$ cat config.mk
export PLATFORM = sky130hd
export DESIGN_NAME = traffic_phase_scheduler
export DESIGN_NICKNAME = d
export VERILOG_FILES = /design/src/rtl/traffic_phase_scheduler.sv
export SDC_FILE = /design/constraint.sdc
export NUM_CORES = 1
export LEC_CHECK = 0
export BUFFER_PORTS_ARGS = -buffer_cell sky130_fd_sc_hd__buf_2
export CAP_MARGIN = 20
export CORE_MARGIN = 2
export CORE_UTILIZATION = 59
export CTS_CLUSTER_SIZE = 20
export DETAILED_ROUTE_END_ITERATION = 6
export PLACE_DENSITY_LB_ADDON = 0.3
export SKIP_LAST_GASP = 1
export SLEW_MARGIN = 20
export SYNTH_ARGS = -nofsm -noshare
export SYNTH_HDL_FRONTEND = slang
export SYNTH_SLANG_ARGS = --single-unit
$ cat constraint.sdc
create_clock -name clock -period 3.25 [get_ports clock]
set_clock_uncertainty 0.2 [all_clocks]
set_input_delay 0.4875 -clock clock [delete_from_list [all_inputs] [get_ports clock]]
set_output_delay 0.4875 -clock clock [all_outputs]
set_load 0.01 [all_outputs]
$ cat src/rtl/traffic_phase_scheduler.sv
// Tick-timed highway/normal-road phase sequencer with latched car and pedestrian requests.
// Lamps and phase decode straight from the registered state, so they move on the state edge.
module traffic_phase_scheduler #(
  parameter int TICK_DIV       = 4,
  parameter int HWY_MIN_GREEN  = 8,
  parameter int NORM_MIN_GREEN = 4,
  parameter int NORM_MAX_GREEN = 12,
  parameter int YELLOW_TICKS   = 3,
  parameter int ALLRED_TICKS   = 1
) (
  input  logic       clock,
  input  logic       reset,
  input  logic       in,
  input  logic       ped_req,
  output logic [2:0] hwy,
  output logic [2:0] normal,
  output logic       walk,
  output logic [2:0] phase
);

  localparam logic [2:0] S_HG  = 3'd0;
  localparam logic [2:0] S_HY  = 3'd1;
  localparam logic [2:0] S_AR1 = 3'd2;
  localparam logic [2:0] S_NG  = 3'd3;
  localparam logic [2:0] S_NY  = 3'd4;
  localparam logic [2:0] S_AR2 = 3'd5;

  localparam logic [2:0] L_RED    = 3'b100;
  localparam logic [2:0] L_GREEN  = 3'b010;
  localparam logic [2:0] L_YELLOW = 3'b001;

  localparam int PW = (TICK_DIV > 1) ? $clog2(TICK_DIV) : 1;
  localparam logic [PW-1:0] PRESC_LAST = PW'(TICK_DIV - 1);

  // Last phase_cnt value of each dwell; the exit happens on the tick that sees it.
  localparam logic [7:0] HG_LAST     = 8'(HWY_MIN_GREEN - 1);
  localparam logic [7:0] NG_MIN_LAST = 8'(NORM_MIN_GREEN - 1);
  localparam logic [7:0] NG_MAX_LAST = 8'(NORM_MAX_GREEN - 1);
  localparam logic [7:0] Y_LAST      = 8'(YELLOW_TICKS - 1);
  localparam logic [7:0] AR_LAST     = 8'(ALLRED_TICKS - 1);

  logic [2:0]    r_state;
  logic [2:0]    w_next;
  logic [PW-1:0] r_presc;
  logic [7:0]    r_cnt;
  logic          r_car_pend;
  logic          r_ped_pend;
  logic          r_walk_en;
  logic          w_tick;
  logic          w_chg;
  logic          w_enter_ng;
  logic          w_leave_ng;

  assign w_tick     = (r_presc == PRESC_LAST);
  assign w_chg      = (w_next != r_state);
  assign w_enter_ng = w_chg && (w_next == S_NG);
  assign w_leave_ng = w_chg && (r_state == S_NG);

  always_ff @(posedge clock) begin
    if (reset) begin
      r_state <= S_HG;
    end else begin
      r_state <= w_next;
    end
  end

  always_comb begin
    w_next = r_state;
    case (r_state)
      S_HG:  if (w_tick && (r_cnt >= HG_LAST) && (r_car_pend || r_ped_pend || in)) w_next = S_HY;
      S_HY:  if (w_tick && (r_cnt == Y_LAST)) w_next = S_AR1;
      S_AR1: if (w_tick && (r_cnt == AR_LAST)) w_next = S_NG;
      S_NG:  if (w_tick && ((r_cnt >= NG_MAX_LAST) || ((r_cnt >= NG_MIN_LAST) && !in))) w_next = S_NY;
      S_NY:  if (w_tick && (r_cnt == Y_LAST)) w_next = S_AR2;
      S_AR2: if (w_tick && (r_cnt == AR_LAST)) w_next = S_HG;
      default: w_next = S_HG;
    endcase
  end

  always_comb begin
    hwy    = L_RED;
    normal = L_RED;
    walk   = 1'b0;
    phase  = r_state;
    case (r_state)
      S_HG: hwy = L_GREEN;
      S_HY: hwy = L_YELLOW;
      S_NG: begin
        normal = L_GREEN;
        walk   = r_walk_en;
      end
      S_NY: normal = L_YELLOW;
      default: ;
    endcase
  end

  // Clears on NG entry take precedence over same-edge sets; a ped_req on that edge re-arms ped_pend.
  always_ff @(posedge clock) begin
    if (reset) begin
      r_presc    <= '0;
      r_cnt      <= 8'd0;
      r_car_pend <= 1'b0;
      r_ped_pend <= 1'b0;
      r_walk_en  <= 1'b0;
    end else begin
      r_presc <= w_tick ? '0 : r_presc + PW'(1);

      if (w_chg) begin
        r_cnt <= 8'd0;
      end else if (w_tick && (r_cnt != 8'hFF)) begin
        r_cnt <= r_cnt + 8'd1;
      end

      if (w_enter_ng) begin
        r_car_pend <= 1'b0;
      end else if (in && (r_state != S_NG)) begin
        r_car_pend <= 1'b1;
      end

      if (w_enter_ng) begin
        r_ped_pend <= ped_req;
      end else if (ped_req) begin
        r_ped_pend <= 1'b1;
      end

      if (w_enter_ng) begin
        r_walk_en <= r_ped_pend;
      end else if (w_leave_ng) begin
        r_walk_en <= 1'b0;
      end
    end
  end

endmodule
==> results_dict.tcl, run 1 <==
set metrics [dict create \
    period_minus_slack_ps 2340 \
    rsz0062_at_grt "false" \
    cts.root.buffer_cell "clkbuf_4" \
    fp.dieH_um 45.3 \
    ant_nets 0 \
    criticalPathCategory "reg2reg" \
    grt_overflow 0 \
    drv_cap 0 \
    cts_buffer_depth 2 \
    period_share_pct 71.9 \
    clk_latency_ps 290 \
    area_delta_synth_final_pct 9.83 \
    fin_setup_tns_ps 0 \
    cts_setup_buffers 0 \
    synth-edff-count 0 \
    routed_wirelength_mm 2.29 \
    ys_types 41 \
    cpPeakStageDelay_ps 590 \
    leakagePower_nw 0.417 \
    worst_setup_path_end_kind "register" \
    finalHoldViolCount 0 \
    seq_area_frac_synth_pct 31.8 \
    power_density_nw_per_um2 343 \
    max_freq_ghz 0.428 \
    layout_common_cells "16 x dfxtp_1, 13 x buf_2, 12 x nor3_1, 12 x nand2_1, 8 x nor2_1" \
    drive_gt1_share_pct 18.9 \
    grt_pass1_wl_mm 3.78 \
    worstSetupStartpointType "register" \
    ios 14 \
    first_pass_iters 4 \
    max_slew_margin_pct 60.3 \
    grt_antenna_before_repair 0 \
    synth_area_sq_um 1010 \
    status "complete, no violations" \
    vias_per_cell 6.34 \
    port_buffers 13 \
    syn_nets 129 \
    cp_max_fo 8 \
    core_sq_um 1560 \
    grt_pass1_vias 844 \
    crit_chain "or4_4 > o2111a_1 > a221oi_4 > a31oi_4 > a2111oi_2" \
    die_w_um 45.3 \
    fin_nets 141 \
    wl_per_cell_um 15.4 \
    power_mw 0.379 \
    worstPathRequired_ps 3250 \
    final_common_cell "dfxtp_1" \
    numCtsBuffers 3 \
    grt.total_usage_pct 25.5 \
    setup_viol 0 \
    drt_iter0_drc 31 \
    final_core_util_pct 70.9 \
    tightest_slew_ps 591 \
    initial_utilization_pct 64.5 \
    yosys_register_bits 16 \
    rows 14 \
    hp-class "in2reg" \
    gp_congestion 0.836 \
    grt_max_degree 16 \
    slowest_stage "or4_4" \
    ys_async_sr_fraction_pct 0 \
    ir_drop_v 0.000208 \
    n_antenna_cell 0 \
    hpwl_mm 1.66 \
    dieArea_sq_um 2050 \
    cp_data_arrival_time_ps 2340 \
    drc 0 \
    cts_tree "built" \
    cts_sinks 16 \
    reg2reg_slack_ps 910 \
    ys.flop_type "dfxtp_1" \
    clkTransAtPathRegs_ps 90 \
    hold_buffers 0 \
    via_count 939 \
    slew_viol_final 0 \
    ys.warnings.count 0 \
    cts_max_level 1 \
    synthCells 121 \
    whs_ps 216 \
    post_cts_resized 0 \
    post_synth.cell_area_avg_sq_um 8.31 \
]
-- final timing paths --
| check | startpoint | end | depth (start not counted) |
|---|---|---|---|
| worst min-delay path | ped_req | r_ped_pend$_SDFFE_PP0P_ | 3 |
| worst max register to register | r_cnt[4]$_SDFFE_PP0P_ | r_cnt[1]$_SDFFE_PP0P_ | 5 |
| worst min register to register | r_presc[0]$_SDFF_PP0_ | r_presc[0]$_SDFF_PP0_ | 1 |
| worst max-delay path | r_cnt[4]$_SDFFE_PP0P_ | r_cnt[1]$_SDFFE_PP0P_ | 5 |
-- stage by stage --
stage / instance area [sq um] / setup slack, ps / instances
2_1_floorplan: 1010 / 1110 / 121
3_3_place_gp: 1070 / 987 / 144
3_5_place_dp: 1070 / 961 / 144
4_1_cts: 1100 / 936 / 148
5_1_grt: 1100 / 674 / 148
6_report: 1100 / 913 / 148
-- sequential cells by signal, summed over array words and instances, names as in the netlist --
| register | flops |
|---|---|
| r_cnt | 8 |
| phase | 3 |
| r_presc | 2 |
| r_car_pend | 1 |
| r_ped_pend | 1 |
| r_walk_en | 1 |
-- routing by layer --
metal | part of all wire (%) | up-vias | track usage, %
li1 | - | 472 | -
met1 | 46 | 433 | 35.4
met2 | 48 | 30 | 38.9
met3 | 5.2 | 4 | 5.20
met4 | 0.83 | 0 | 9.41
met5 | 0 | - | 0
-- critical path: cells and delay by family, from the launching register on --
kind             cells  cell delay (ps)
AO/OA/AOI/OAI        4             1070
flip-flops           1              380
AND/OR/NAND/NOR      1              590
-- final cells by class --
class / instances / area [sq um]
Fill cell: 131 / 454
Sequential cell: 16 / 320
Clock buffer: 4 / 36.3
Timing Repair Buffer: 13 / 65.1
Inverter: 7 / 26.3
Tap cell: 16 / 20.0
Multi-Input combinational cell: 92 / 637
-- synthesized netlist by cell type, drive strengths merged, types with 2 or more instances --
| master | instances | area, sq um |
|---|---|---|
| nor2 | 8 | 30.0 |
| nor2b | 2 | 12.5 |
| o21ai | 5 | 28.8 |
| nor3 | 12 | 60.1 |
| xor2 | 2 | 17.5 |
| dfxtp | 16 | 320 |
| nand2b | 3 | 18.8 |
| clkbuf | 6 | 22.5 |
| mux2i | 2 | 20.0 |
| ha | 4 | 50.1 |
| a21oi | 4 | 20.0 |
| nand4 | 3 | 18.8 |
| nand2 | 12 | 45.0 |
| xnor2 | 3 | 26.3 |
| nor4 | 4 | 37.5 |
| inv | 7 | 26.3 |
| and3 | 2 | 12.5 |
| or3 | 2 | 12.5 |
| a31oi | 3 | 33.8 |
| nand3 | 4 | 20.0 |
-- cell families (layout without fill, tap and decap cells) --
kind of cell / after synthesis / in the layout / share of synthesized area, %
adders and majority gates: 4 / 4 / 4.98
muxes: 2 / 2 / 1.99
buffers and inverters: 13 / 24 / 4.85
xor gates and xnor gates: 5 / 5 / 4.35
and+or+nand+nor: 57 / 57 / 31.0
DFF: 16 / 16 / 31.8
AOI/OAI and AO/OA: 24 / 24 / 21.0
-- report_power, final --
| group | internal [mW] | leakage (nW) | switching, mW |
|---|---|---|---|
| combinational | 0.0146 | 0.266 | 0.0243 |
| sequential | 0.203 | 0.130 | 0.00390 |
| clock | 0.0683 | 0.0210 | 0.0650 |
| total | 0.286 | 0.417 | 0.0932 |
No activity file was read; power rests on OpenSTA's default activity.
==> run 2: changes to the inputs <==
- ABC_AREA: not set -> 1
- CORE_UTILIZATION: 59 -> 50
- clock period: 3.25 -> 2.1 ns (I/O delays scaled with it)
==> run 2 against run 1 <==
  * Final cell count increased by 25%
  * Total power is 38% higher
  * Critical path depth did not move
  * Die area grew 15%
  * Sequential cell count did not move
  * Core utilization decreased by 13 points
  * Clock power rose by 22%
  * Combinational power increased by 11%
  * Worst setup slack worse by 730 ps
  * Critical path type is now reg2out
  * Critical endpoint is now walk
  * Largest cell class unchanged
  * Largest power group unchanged
  * Highest routed layer unchanged
==> results_dict.tcl, run 2 <==
set metrics [dict create \
    fp.dieH_um 48.7 \
    worst_path_dominant_cell_family "flip-flops" \
    clk_latency_ps 290 \
    dp_cells 182 \
    cp_data_arrival_time_ps 1410 \
    ys.flop_type "dfxtp_1" \
    synth-edff-count 0 \
    clock_power_share_pct 31.0 \
    cts_setup_buffers 0 \
    area_delta_synth_final_pct 11.7 \
    tightest_slew_ps 336 \
    max_freq_ghz 0.521 \
    yosysMostFrequentCell "nand2_1" \
    drive_gt1_share_pct 28.5 \
    synth_top_area_share_pct 32.1 \
    fin_ws_ps 179 \
    yosysTopAreaCell "dfxtp_1" \
    vias_per_cell 4.92 \
    slowest_stage "dfxtp_1" \
    cpPeakStageDelay_ps 400 \
    cp_max_fo 7 \
    fin_setup_tns_ps 0 \
    worstSetupStartpointType "register" \
    via_count 910 \
    max_slew_margin_pct 77.4 \
    ys_types 25 \
    grt.total_usage_pct 17.1 \
    ant_nets 0 \
    cts_max_level 1 \
    seq_power_share_pct 60.8 \
    seq_area_frac_synth_pct 32.1 \
    worst_setup_path_end_kind "output port" \
    die_w_um 48.7 \
    slew_viol_final 0 \
    finalHoldViolCount 0 \
    reg2reg_slack_ps 180 \
    grt_antenna_before_repair 0 \
    grt_pass1_wl_mm 3.23 \
    regMostFlops "r_cnt" \
    yosys_register_bits 16 \
    synth_area_sq_um 997 \
    cts_buffer_depth 2 \
    min_from "ped_req" \
    crit_chain "inv_2 > nor3_4 > inv_1 > nor2_1 > buf_2" \
    final_common_cell "nand2_1" \
    drc 0 \
    fillerInstances 190 \
    whs_ps 30.9 \
    clkTransAtPathRegs_ps 80 \
    fin_nets 168 \
    n_antenna_cell 0 \
    leakagePower_nw 0.489 \
    syn_nets 151 \
    synthCells 143 \
    worstPathRequired_ps 1580 \
    hp-class "in2reg" \
    ys.warnings.count 0 \
    cp_num_buf_inv 3 \
    status "complete, no violations" \
    grt_overflow 0 \
    period_share_pct 91.5 \
    hpwl_mm 1.48 \
    cts_sinks 16 \
    power.switching_mw 0.126 \
    post_synth.cell_area_avg_sq_um 6.97 \
    criticalPathCategory "reg2out" \
    ir_drop_v 0.000418 \
    comb_power_share_pct 8.2 \
    placed_area_sq_um 1090 \
    final_core_util_pct 57.9 \
    grt_max_degree 9 \
    drv_cap 0 \
    drt_iter0_drc 25 \
    wl_per_cell_um 10.0 \
    largest_reg_flops 8 \
    setup_viol 0 \
    port_buffers 13 \
    initial_utilization_pct 51.9 \
    cts_tree "built" \
    first_pass_iters 4 \
    switching_share_pct 24.1 \
    synth.area.top_cells "dfxtp_1 32%, nand2_1 11%, nor2_2 6.9%" \
    min_to "r_ped_pend$_SDFFE_PP0P_" \
    min_path_cells 3 \
    numCtsBuffers 3 \
    gp_congestion 0.890 \
    layout_common_cells "30 x nand2_1, 18 x inv_1, 16 x nor2_1, 16 x dfxtp_1, 13 x buf_2" \
    rsz0062_at_grt "false" \
    grt_pass1_vias 805 \
    power_mw 0.523 \
    rr_worst_depth 9 \
    period_minus_slack_ps 1920 \
    fin_area_sq_um 1110 \
    ios 14 \
    synth_commonest_cells "30 x nand2_1, 18 x inv_1, 16 x dfxtp_1, 16 x nor2_1" \
    place_ws_ps 158 \
    power_density_nw_per_um2 469 \
    routed_wirelength_mm 1.85 \
    core_sq_um 1920 \
    cts.root.buffer_cell "clkbuf_4" \
    rr_endpoint "r_cnt[5]$_SDFFE_PP0P_" \
    ys_async_sr_fraction_pct 0 \
    dieArea_sq_um 2370 \
    rows 16 \
    r2r_start "r_cnt[1]$_SDFFE_PP0P_" \
    final_cells 185 \
    internal-power_mw 0.397 \
]
-- run 2: worst max path at each step --
stage | depth (start not counted) | slack, ps | startpoint | to
floorplan | 11 | 400 | r_presc[0]$_SDFF_PP0_ | r_cnt[2]$_SDFFE_PP0P_
global placement | 10 | 180 | r_presc[0]$_SDFF_PP0_ | r_cnt[2]$_SDFFE_PP0P_
detailed placement | 10 | 160 | r_presc[0]$_SDFF_PP0_ | r_cnt[5]$_SDFFE_PP0P_
CTS | 10 | 150 | r_presc[0]$_SDFF_PP0_ | r_cnt[5]$_SDFFE_PP0P_
global route | 9 | 20 | r_cnt[1]$_SDFFE_PP0P_ | r_cnt[5]$_SDFFE_PP0P_
finish | 5 | 180 | phase[0]$_SDFF_PP0_ | walk
-- run 2: final cells by class --
class / count / area, sq um / area share (%)
clock buffers: 3 / 22.5 / 2.02
inverters: 26 / 98.8 / 8.88
multi-input cells: 100 / 573 / 51.5
flip-flops and latches: 16 / 320 / 28.8
well taps: 27 / 33.8 / 3.03
repair buffers: 13 / 65.1 / 5.84
-- run 2: power by group through the flow --
| stage | clock, mW | sequential, mW | combinational, mW |
|---|---|---|---|
| floorplan | 0 | 0.324 | 0.0334 |
| global placement | 0 | 0.324 | 0.0421 |
| detailed placement | 0 | 0.325 | 0.0422 |
| CTS | 0.165 | 0.318 | 0.0426 |
| global route | 0.174 | 0.319 | 0.0502 |
| finish | 0.162 | 0.318 | 0.0430 |
-- run 2: logic make-up after synthesis --
logic type | Yosys count | synth area share, %
simple gates | 80 | 40.9
buf+inv | 27 | 10.7
flops | 16 | 32.1
compound gates | 9 | 4.89
xor+xnor | 6 | 5.27
fa+ha+maj | 4 | 5.02
mux | 1 | 1.13
-- run 2: worst reg2reg max path, cell delays in order (launching register included) --
cell and delay, ps:
dfxtp_1 350, ha_1 210, nand2_1 140, nor2_1 70, nand2_1 70, nand2_1 150, nor3_2 230, nand3_1 130
xor2_1 210, nor2_2 60
-- run 2: what timing repair did --
item                                    in CTS  in global routing
hold buffers                                 0                  0
gates resized for setup                      0                  1
endpoints found under the setup margin       0                  2
endpoints found under the hold margin        0                  0
-- run 2: layer usage --
layer / GRT usage, % / vias to the layer above / share of wire [%]
met1: 20.0 / 403 / 47
met3: 1.85 / 5 / 4.8
met2: 30.8 / 29 / 46
met4: 8.57 / 0 / 2.3
li1: - / 473 / -
met5: 0 / - / 0
==> run 3: changes to the inputs <==
- clock period: 2.1 -> 1.75 ns (I/O delays scaled with it)
==> run 3 against run 2 <==
  * The run now ends with negative hold slack, negative setup slack left
  * Final cell count increased by 11%
  * Core utilization grew 13 points
  * Largest cell class unchanged
  * Largest power group unchanged
  * Die area unchanged
  * Global-route usage rose by 1.3 points
  * Sequential power rose by 20%
  * Hold slack worse by 36 ps
  * First-iteration DRC count rose by 20%
  * Worst setup slack worse by 270 ps
==> results_dict.tcl, run 3 (synthesis results as in run 2) <==
set metrics [dict create \
    numCtsBuffers 3 \
    criticalPathCategory "reg2reg" \
    clk_latency_ps 290 \
    reg2reg_slack_ps -90 \
    ir_drop_v 0.000534 \
    rsz0062_at_grt "true" \
    critPathLaunch "r_cnt[1]$_SDFFE_PP0P_" \
    final_core_util_pct 71.0 \
    hp-class "in2reg" \
    worstPathRequired_ps 1780 \
    n_antenna_cell 0 \
    status "finished with violations" \
    min_path_cells 3 \
    worst_path_dominant_cell_family "simple AND/OR/NAND/NOR gates" \
    via_count 1024 \
    violations "negative hold slack, negative setup slack" \
    drv_cap 0 \
    core_sq_um 1920 \
    grt_antenna_before_repair 0 \
    cts_max_level 1 \
    regMostFlops "r_cnt" \
    cts.root.buffer_cell "clkbuf_4" \
    fin_ws_ps -93.5 \
    cpPeakStageDelay_ps 380 \
    dp_cells 193 \
    cts_sinks 16 \
    r2r_start "r_cnt[1]$_SDFFE_PP0P_" \
    grt.total_usage_pct 18.5 \
    routed_wirelength_mm 2.46 \
    wl_per_cell_um 12.0 \
    die_w_um 48.7 \
    crit_top_cell "nand2_1" \
    multi_input_area_sq_um 646 \
    cp_data_arrival_time_ps 1880 \
    initial_utilization_pct 51.9 \
    dieArea_sq_um 2370 \
    slew_viol_final 0 \
    max_freq_ghz 0.542 \
    min_from "ped_req" \
    power_density_nw_per_um2 476 \
    largest_reg_flops 8 \
    rr_worst_depth 12 \
    port_buffers 13 \
    cp_num_buf_inv 2 \
    grt_overflow 0 \
    setup_viol 11 \
    grt_max_degree 9 \
    fin_nets 188 \
    layout_common_cells "26 x nand2_1, 19 x buf_4, 14 x inv_1" \
    drc 0 \
    grt_pass1_wl_mm 3.48 \
    cts_tree "built" \
    final_common_cell "nand2_1" \
    drive_gt1_share_pct 48.3 \
    leakagePower_nw 0.619 \
    ios 14 \
    drt_iter0_drc 30 \
    grt_pass1_vias 870 \
    worstSetupStartpointType "register" \
    crit_chain "ha_4 > nor2_4 > nor2_1 > nor2_1 > nand2_1 > nand3_2 > nand2_1 > inv_1 > nand2_1 > clkinv_2 > nand3_4 > nor2_2" \
    seq_area_sq_um 337 \
    cp_max_fo 8 \
    fp.dieH_um 48.7 \
    max_slew_margin_pct 79.3 \
    worst_setup_path_end_kind "register" \
    whs_ps -4.99 \
    period_minus_slack_ps 1840 \
    slowest_stage "dfxtp_4" \
    gp_congestion 0.896 \
    first_pass_iters 5 \
    hpwl_mm 1.58 \
    period_share_pct 105 \
    min_to "r_ped_pend$_SDFFE_PP0P_" \
    area_delta_synth_final_pct 36.8 \
    final_cells 205 \
    ant_nets 0 \
    rr_endpoint "r_cnt[0]$_SDFFE_PP0P_" \
    rows 16 \
    fillerInstances 159 \
    vias_per_cell 5.00 \
    clkTransAtPathRegs_ps 90 \
    tightest_slew_ps 308 \
    finalHoldViolCount 1 \
    cts_buffer_depth 2 \
]
==> run 3: how the worst max path moves through the flow <==
stage                                 end  cells after the start
global route        r_cnt[1]$_SDFFE_PP0P_                     12
floorplan           r_cnt[2]$_SDFFE_PP0P_                     11
detailed placement  r_cnt[7]$_SDFFE_PP0P_                      9
global placement    r_cnt[5]$_SDFFE_PP0P_                      9
finish              r_cnt[0]$_SDFFE_PP0P_                     12
CTS                 r_cnt[5]$_SDFFE_PP0P_                      9
==> run 3: area by class of cell <==
type                       instances  share of cell area [%]
clock buffer                       3                    1.65
inverter                          26                    7.80
multi-input combinational        100                    47.3
sequential                        16                    24.7
tap                               27                    2.48
timing repair buffer              33                    16.1
==> run 3: metrics by stage <==
| stage | instance area (sq um) | setup slack [ps] | setup TNS [ps] | power, mW |
|---|---|---|---|---|
| 3_3_place_gp | 1170 | -46.4 | -92.3 | 0.448 |
| 4_1_cts | 1250 | 2.40 | 0 | 0.646 |
| 3_5_place_dp | 1170 | -69.9 | -480 | 0.450 |
| 2_1_floorplan | 997 | 48.6 | 0 | 0.429 |
| 6_report | 1360 | -93.5 | -740 | 0.650 |
| 5_1_grt | 1360 | -199 | -1690 | 0.673 |
==> run 3: per-layer routing <==
layer  vias up  part of all wire, %  global-route usage [%]
met4         0                  1.7                    9.52
met1       471                   42                    21.0
met5         -                    0                       0
li1        509                    -                       -
met3         6                  4.9                    2.47
met2        38                   51                    33.3
==> run 3: worst min-delay path, cell delays in order <==
cell	delay, ps
buf_2	80
nand2_1	50
o21ai_0	70
==> run 3: where the power goes <==
part,internal (mW),switching [mW],leakage (nW),total (mW)
Sequential,0.372,0.0100,0.134,0.382
Clock,0.0803,0.114,0.0138,0.194
Combinational,0.0339,0.0392,0.471,0.0731
Total,0.486,0.163,0.619,0.650
==> run 3: repair_timing <==
| action | 4_1_cts | 5_1_grt |
|---|---|---|
| gates resized for setup | 17 | 18 |
| hold buffers | 0 | 0 |
| setup buffers | 2 | 7 |
| pin swaps | 8 | 16 |
| setup endpoints to repair | 9 | 9 |
